`config.mk`:
```
export PLATFORM = sky130hd
export DESIGN_NAME = conv2_buf
export DESIGN_NICKNAME = d
export VERILOG_FILES = /design/src/rtl/conv_pkg.sv /design/src/rtl/conv2_line_buf.sv /design/src/rtl/conv2_buf.sv
export SDC_FILE = /design/constraint.sdc
export NUM_CORES = 2
export LEC_CHECK = 0
export ABC_CLOCK_PERIOD_IN_PS = 41800
export CAP_MARGIN = 40
export CORE_UTILIZATION = 55
export DETAILED_ROUTE_END_ITERATION = 8
export GPL_ROUTABILITY_DRIVEN = 1
export PLACE_DENSITY_LB_ADDON = 0.1
export SLEW_MARGIN = 20
export SYNTH_ARGS = -nofsm -noshare
export SYNTH_HDL_FRONTEND = slang
export SYNTH_SLANG_ARGS = --single-unit
```
`constraint.sdc`:
```
create_clock -name clk -period 41.8 [get_ports clk]
set_clock_uncertainty 0.1 [all_clocks]
set_input_delay 8.36 -clock clk [delete_from_list [all_inputs] [get_ports clk]]
set_output_delay 8.36 -clock clk [all_outputs]
set_load 0.02 [all_outputs]
```
`src/rtl/conv_pkg.sv`:
```
// conv_pkg: shared constants for the conv2 window generator.
//   Window geometry (FILTER_SIZE, TAPS), channel count (CHANNEL_LEN),
//   pooled conv1 feature-map geometry (POOL1_*), and tap_idx(), which maps
//   window row/column to the row-major tap number used in the flat
//   window buses.
package conv_pkg;

  localparam int FILTER_SIZE  = 5;
  localparam int CHANNEL_LEN  = 3;
  localparam int TAPS         = FILTER_SIZE * FILTER_SIZE;

  localparam int POOL1_WIDTH  = 12;
  localparam int POOL1_HEIGHT = 12;
  localparam int POOL1_BITS   = 12;

  // Tap 0 is the top-left (oldest) pixel, tap TAPS-1 the newest.
  function automatic int tap_idx(input int r, input int c);
    return FILTER_SIZE * r + c;
  endfunction

endpackage

```
`src/rtl/conv2_line_buf.sv`:
```
// conv2_line_buf: one channel of the conv2 window generator.
//   Holds the last (FILTER_SIZE-1)*WIDTH + FILTER_SIZE pixels of the raster
//   stream and registers a 5x5 window from them when asked.
// Ports:
//   i_clk     clock, rising edge
//   i_rst     synchronous active-high reset, clears history and window
//   i_valid   i_data holds a pixel; shift it in this cycle
//   i_load    capture the window that includes the pixel on i_data
//   i_data    incoming pixel
//   o_window  registered window, tap k at [k*DATA_BITS +: DATA_BITS]
module conv2_line_buf
  import conv_pkg::*;
#(
  parameter int WIDTH     = POOL1_WIDTH,
  parameter int DATA_BITS = POOL1_BITS
) (
  input  logic                      i_clk,
  input  logic                      i_rst,
  input  logic                      i_valid,
  input  logic                      i_load,
  input  logic [DATA_BITS-1:0]      i_data,
  output logic [TAPS*DATA_BITS-1:0] o_window
);

  localparam int DEPTH = (FILTER_SIZE - 1) * WIDTH + FILTER_SIZE;

  // The newest pixel is taken straight from i_data, so only DEPTH-1
  // entries need storage. w_view is the post-shift view of the history:
  // index 0 is the pixel being accepted, index j the one accepted j ago.
  logic [DATA_BITS-1:0] r_sr   [DEPTH-1];
  logic [DATA_BITS-1:0] w_view [DEPTH];

  always_comb begin
    w_view[0] = i_data;
    for (int j = 1; j < DEPTH; j++) begin
      w_view[j] = r_sr[j-1];
    end
  end

  always_ff @(posedge i_clk) begin
    if (i_rst) begin
      for (int j = 0; j < DEPTH - 1; j++) begin
        r_sr[j] <= '0;
      end
    end else if (i_valid) begin
      r_sr[0] <= i_data;
      for (int j = 1; j < DEPTH - 1; j++) begin
        r_sr[j] <= r_sr[j-1];
      end
    end
  end

  // Window row r, column c sits (4-r) lines and (4-c) pixels behind
  // the newest pixel.
  always_ff @(posedge i_clk) begin
    if (i_rst) begin
      o_window <= '0;
    end else if (i_load) begin
      for (int r = 0; r < FILTER_SIZE; r++) begin
        for (int c = 0; c < FILTER_SIZE; c++) begin
          o_window[tap_idx(r, c)*DATA_BITS +: DATA_BITS] <=
            w_view[(FILTER_SIZE - 1 - r) * WIDTH + (FILTER_SIZE - 1 - c)];
        end
      end
    end
  end

endmodule

```
`src/rtl/conv2_buf.sv`:
```
// conv2_buf: 5x5 window generator feeding the conv2 channel calculators.
//   Accepts three pooled conv1 channels as a raster stream and emits a
//   registered window per channel for every pixel at row>=4, col>=4.
// Ports:
//   clk            clock, rising edge
//   rst            synchronous active-high reset
//   valid_in       data_in1..3 hold a pixel this cycle
//   data_in1..3    channel pixels
//   window1..3     registered 5x5 windows, tap k at [k*DATA_BITS +: DATA_BITS]
//   valid_out_buf  one-cycle pulse: window1..3 hold a new window
//   frame_done     one-cycle pulse with the last window of a frame
module conv2_buf #(
  parameter int WIDTH       = conv_pkg::POOL1_WIDTH,
  parameter int HEIGHT      = conv_pkg::POOL1_HEIGHT,
  parameter int DATA_BITS   = conv_pkg::POOL1_BITS,
  parameter int FILTER_SIZE = conv_pkg::FILTER_SIZE
) (
  input  logic                                     clk,
  input  logic                                     rst,
  input  logic                                     valid_in,
  input  logic [DATA_BITS-1:0]                     data_in1,
  input  logic [DATA_BITS-1:0]                     data_in2,
  input  logic [DATA_BITS-1:0]                     data_in3,
  output logic [FILTER_SIZE*FILTER_SIZE*DATA_BITS-1:0] window1,
  output logic [FILTER_SIZE*FILTER_SIZE*DATA_BITS-1:0] window2,
  output logic [FILTER_SIZE*FILTER_SIZE*DATA_BITS-1:0] window3,
  output logic                                     valid_out_buf,
  output logic                                     frame_done
);

  import conv_pkg::*;

  localparam int COL_W = $clog2(WIDTH);
  localparam int ROW_W = $clog2(HEIGHT);

  localparam logic [COL_W-1:0] COL_LAST  = COL_W'(WIDTH - 1);
  localparam logic [ROW_W-1:0] ROW_LAST  = ROW_W'(HEIGHT - 1);
  localparam logic [COL_W-1:0] COL_FIRST = COL_W'(FILTER_SIZE - 1);
  localparam logic [ROW_W-1:0] ROW_FIRST = ROW_W'(FILTER_SIZE - 1);

  logic [COL_W-1:0] r_col;
  logic [ROW_W-1:0] r_row;
  logic             r_valid_out;
  logic             r_frame_done;
  logic             w_emit;
  logic             w_last;

  logic [DATA_BITS-1:0]      w_data [CHANNEL_LEN];
  logic [TAPS*DATA_BITS-1:0] w_win  [CHANNEL_LEN];

  // Counters describe the pixel currently on data_in, so the emit
  // decision is made in the same cycle it is accepted.
  assign w_emit = valid_in && (r_row >= ROW_FIRST) && (r_col >= COL_FIRST);
  assign w_last = (r_row == ROW_LAST) && (r_col == COL_LAST);

  always_ff @(posedge clk) begin
    if (rst) begin
      r_col <= '0;
      r_row <= '0;
    end else if (valid_in) begin
      if (r_col == COL_LAST) begin
        r_col <= '0;
        r_row <= (r_row == ROW_LAST) ? '0 : r_row + 1'b1;
      end else begin
        r_col <= r_col + 1'b1;
      end
    end
  end

  always_ff @(posedge clk) begin
    if (rst) begin
      r_valid_out  <= 1'b0;
      r_frame_done <= 1'b0;
    end else begin
      r_valid_out  <= w_emit;
      r_frame_done <= w_emit && w_last;
    end
  end

  assign w_data[0] = data_in1;
  assign w_data[1] = data_in2;
  assign w_data[2] = data_in3;

  for (genvar g = 0; g < CHANNEL_LEN; g++) begin : g_chan
    conv2_line_buf #(
      .WIDTH     (WIDTH),
      .DATA_BITS (DATA_BITS)
    ) u_line_buf (
      .i_clk    (clk),
      .i_rst    (rst),
      .i_valid  (valid_in),
      .i_load   (w_emit),
      .i_data   (w_data[g]),
      .o_window (w_win[g])
    );
  end

  assign window1       = w_win[0];
  assign window2       = w_win[1];
  assign window3       = w_win[2];
  assign valid_out_buf = r_valid_out;
  assign frame_done    = r_frame_done;

endmodule

```
### Word level (Yosys, flattened, before mapping)

Memory sizes are Yosys's and may differ from the RTL's. A register that Yosys moved wholly into a read port is not among the register bits.
Index checks and enable logic that the tools add are counted.

* RAM bits: 1872
* flip-flop bits (word level): 910
* memories kept: 3
* output and inout bits: 902
* logic and storage cells: 340
* input bits: 39

* equal/unequal tests: 2
* muxes and demuxes: 163
* reductions and logical operators: 5
* magnitude comparators: 2
* add/sub/neg operators: 2
* bitwise operators: 156

Memory list
* g_chan[0].u_line_buf.r_sr: words 52, bits a word 12, read ports 52, clocked after Yosys merged registers in 1, write ports 52, RTL line conv2_line_buf.sv:30 `logic [DATA_BITS-1:0] r_sr [DEPTH-1];`
* g_chan[1].u_line_buf.r_sr: words 52, bits a word 12, read ports 52, clocked after Yosys merged registers in 1, write ports 52, RTL line conv2_line_buf.sv:30
* g_chan[2].u_line_buf.r_sr: words 52, bits a word 12, read ports 52, clocked after Yosys merged registers in 1, write ports 52, RTL line conv2_line_buf.sv:30

Operator list (number)
* 12-bit two-way mux: 156
* 1-bit OR: 156
* 4-bit by 1-bit adder with 4-bit output, second input constant: 2
* 4-bit equality test, second input constant: 2
* 4-bit by 3-bit greater-or-equal comparator with 1-bit output, second input constant: 2
* 4-bit two-way mux: 2
* 1-bit two-way mux: 5
* 1-bit logical AND: 4
* 2-bit AND reduction: 1

### Longest topological paths before layout

* depth in word-level cells: 4
* depth in mapped cells: 7
* depth with buffers taken out: 4

### By module

Synthesis repeated with hierarchy kept, for this count alone.

* cells, all modules: 6913
* area, all modules: 101409.8 um^2

By module, submodules not included
* conv2_line_buf: times used 3, area an instance 33644.8 um^2, cells an instance 2287, seq. area each 24743.7 um^2
* conv2_buf: times used 1, area an instance 475.5 um^2, cells an instance 52, seq. area each 200.2 um^2

### Least setup slack after synthesis

Ideal clock, no wire load.

* kind: input to register
* from: in rst
* to: mem g_chan[0].u_line_buf.r_sr[0][0] in the netlist's numbering (enable)
* path slack: 9.031 ns
* arrival: 31.175 ns
* setup time: 1.494 ns
* stages: 4
* path through: buf_2 clkbuf_1 clkbuf_1 or2_2

RTL lines
* start, declared: RTL line conv2_buf.sv:19 `input logic rst,`
* end, declared: RTL line conv2_line_buf.sv:30

==> metrics.yaml <==
critPathLaunch: "valid_in"
worstPathCellList: "clkdlybuf4s50_1, or2_4, buf_4, buf_16, buf_12, buf_12, buf_4, buf_16, buf_4, buf_16"
clk_latency_ns: 0.91
die-area_sq_um: 184500
crit_buf_inv: 9
placement_rows: 156
tritoncts: "built"
rsz0062_at_grt: "no"
postCtsHoldBufs: 0
post_cts_buffers: 0
die_x_um: 429.5
ys_seq_elements: 2782
cts_made_buffers: 296
place_hpwl_um: 141300
worstPathRequired_ns: 42.28
seq_area_sq_um: 74430
layout_commonest_cell: "edfxtp_1"
multi_input_area_sq_um: 23260
final_max_slew_viol_count: 0
grt_pass1_wl_um: 339200
vias: 58880
ctsLongestPathBuffers: 4
min_path_type: "reg2reg"
cp_top_family: "buffers and inverters"
ys_warn_count: 0
clock-sinks: 2782
path_max_fanout: 186
cts_htree_levels: 5
cp_slowest_cell: "clkdlybuf4s50_1"
yosysSeqAreaShare_pct: 74.05
routed_wl_um: 224300
layout-drive-gt1-share_pct: 5.467
clk_pin_slew_worst_paths_ns: 0.06
synth_area_leaders: "edfxtp_1 56%, dfxtp_1 18%, and2_1 7.6%"
drt-pass1-iter-count: 7
finalHoldViolations: 0
maxCapViolCount: 0
antenna_left: 0
crit-reg2reg-launch: "r_row[3]"
worstMarginPinSlew_ns: 1.327
p_leak_nw: 43.17
holdWs_ns: 0.3521
max_stage_delay_ns: 0.82
syn_inst: 7905
finish.utilization_pct: 66.60
final_cells: 11320
critPathLaunchType: "input port"
synthesis.nets: 7946
synth.top_cell.area_share_pct: 55.92
fmax_ghz: 0.07490
relSlewSlack_pct: 11.53
grt_max_degree: 294
drc: 0
ios: 941
fillers: 13460
yosysTopAreaCell: "edfxtp_1"
nNetsFinal: 8769
setup_tns_ns: 0
syn_area_per_cell_sq_um: 12.72
wl_per_cell_um: 19.82
start_util_pct: 55.49
status: "finished, final reports clean"
arrival_ns: 13.83
die_h_um: 429.5
syn_area_sq_um: 100500
viasPerCell: 5.202
syn_to_final_growth_pct: 20.01
drtIter0Drc: 4197
finalCriticalPeriod_ns: 13.35
setup_viol: 0
io_buffer_count: 940
dp_cells: 10790
grt_use_total_pct: 23.86
cp-end-kind: "flip-flop"
power.density_nw_per_um2: 47.50
grt_pass1_vias: 56930
min-delay-start: "g_chan[0].u_line_buf.o_window[278]"
overflow: 0
yosysUniqueCellTypes: 30
gp_congestion: 0.8546
cts_root_buffer: "clkbuf_16"
timing.final.crit_share_pct: 31.94
worstSetupPathType: "in2reg"
cts.repair.resized: 0
vdd_drop_max_mv: 0.03526
most-common-layout-cells: "1,872 x edfxtp_1, 1,805 x nand2_1, 1,224 x and2_1"
antenna_found_initial: 1
core_area_sq_um: 181100
synthesized netlist by cell type:
library cell / count
mux2i_1: 2
inv_1: 1
dfxtp_1: 910
o221a_2: 1
a21oi_1: 904
ha_1: 2
buf_4: 1
nor3_1: 1
and2_1: 1224
nand2_1: 1805
nor2_1: 4
a31oi_1: 1
nand3_1: 2
nand4_1: 1
edfxtp_1: 1872
nor4_1: 1
nand4b_1: 1
xor2_1: 1
or3_1: 2
or2_2: 1
buf_6: 108
nand2b_1: 2
o21ai_0: 1
clkbuf_1: 279
buf_1: 26
o221ai_2: 1
buf_2: 97
nor2b_1: 649
nand3b_1: 4
and4b_1: 1
registers in the layout, indices dropped and copies added (netlist names):
signal	flops
g_chan.u_line_buf.r_sr	1872
g_chan.u_line_buf.o_window	900
r_col	4
r_row	4
frame_done	1
valid_out_buf	1
power breakdown:
part           switching, mW  total (mW)  internal (mW)
combinational         0.0938       0.144         0.0500
sequential            0.0552        3.13           3.07
clock                   1.02        2.46           1.44
total                   1.16        5.73           4.57
through the flow:
step | total power, mW | area (sq um) | worst slack [ns]
after detailed placement | 3.331 | 111400 | 27.12
after global placement | 3.322 | 110700 | 26.94
final | 5.730 | 120600 | 28.45
after global routing | 5.915 | 120600 | 28.14
after floorplan | 3.336 | 100500 | 9.031
after CTS | 5.785 | 120400 | 28.08
worst min-delay path: cells and delay by family, from the launching register on:
family | cells | cell delay, ns
flip-flops | 1 | 0.30
AO/OA/AOI/OAI | 1 | 0.05
AND/OR/NAND/NOR | 1 | 0.05
metal layers:
| metal | routed length (um) | GRT usage (%) |
|---|---|---|
| met4 | 10380 | 10.73 |
| met5 | 0 | 0 |
| met3 | 12410 | 5.131 |
| met2 | 113300 | 40.35 |
| met1 | 88190 | 29.38 |
path summary, 6_finish.rpt:
path	endpoint	slack (ns)	cells after the start
setup / recovery	g_chan[2].u_line_buf.r_sr[21][1]	28.45	10
hold / removal	g_chan[0].u_line_buf.o_window[278]	0.35	2
setup reg to reg	g_chan[1].u_line_buf.o_window[109]	37.69	9
hold reg to reg	g_chan[0].u_line_buf.o_window[278]	0.35	2
kinds of logic after synthesis:
family / Yosys count / share of synthesized area (%)
buf+inv: 512 / 2.843
simple gates: 3698 / 18.52
flops: 2782 / 74.05
xor+xnor: 1 / 0.008715
mux: 2 / 0.01992
compound gates: 908 / 4.538
fa+ha+maj: 2 / 0.02489
final cells by class:
class                   count  area share [%]
clock buffers             444           7.048
well taps                2370           2.458
inverters                   1        0.003112
diodes                      3        0.006223
clock inverters            71          0.4522
multi-input cells        4611           19.28
flip-flops and latches   2782           61.70
repair buffers           1036           9.049
(Power assumes the default switching activity.)
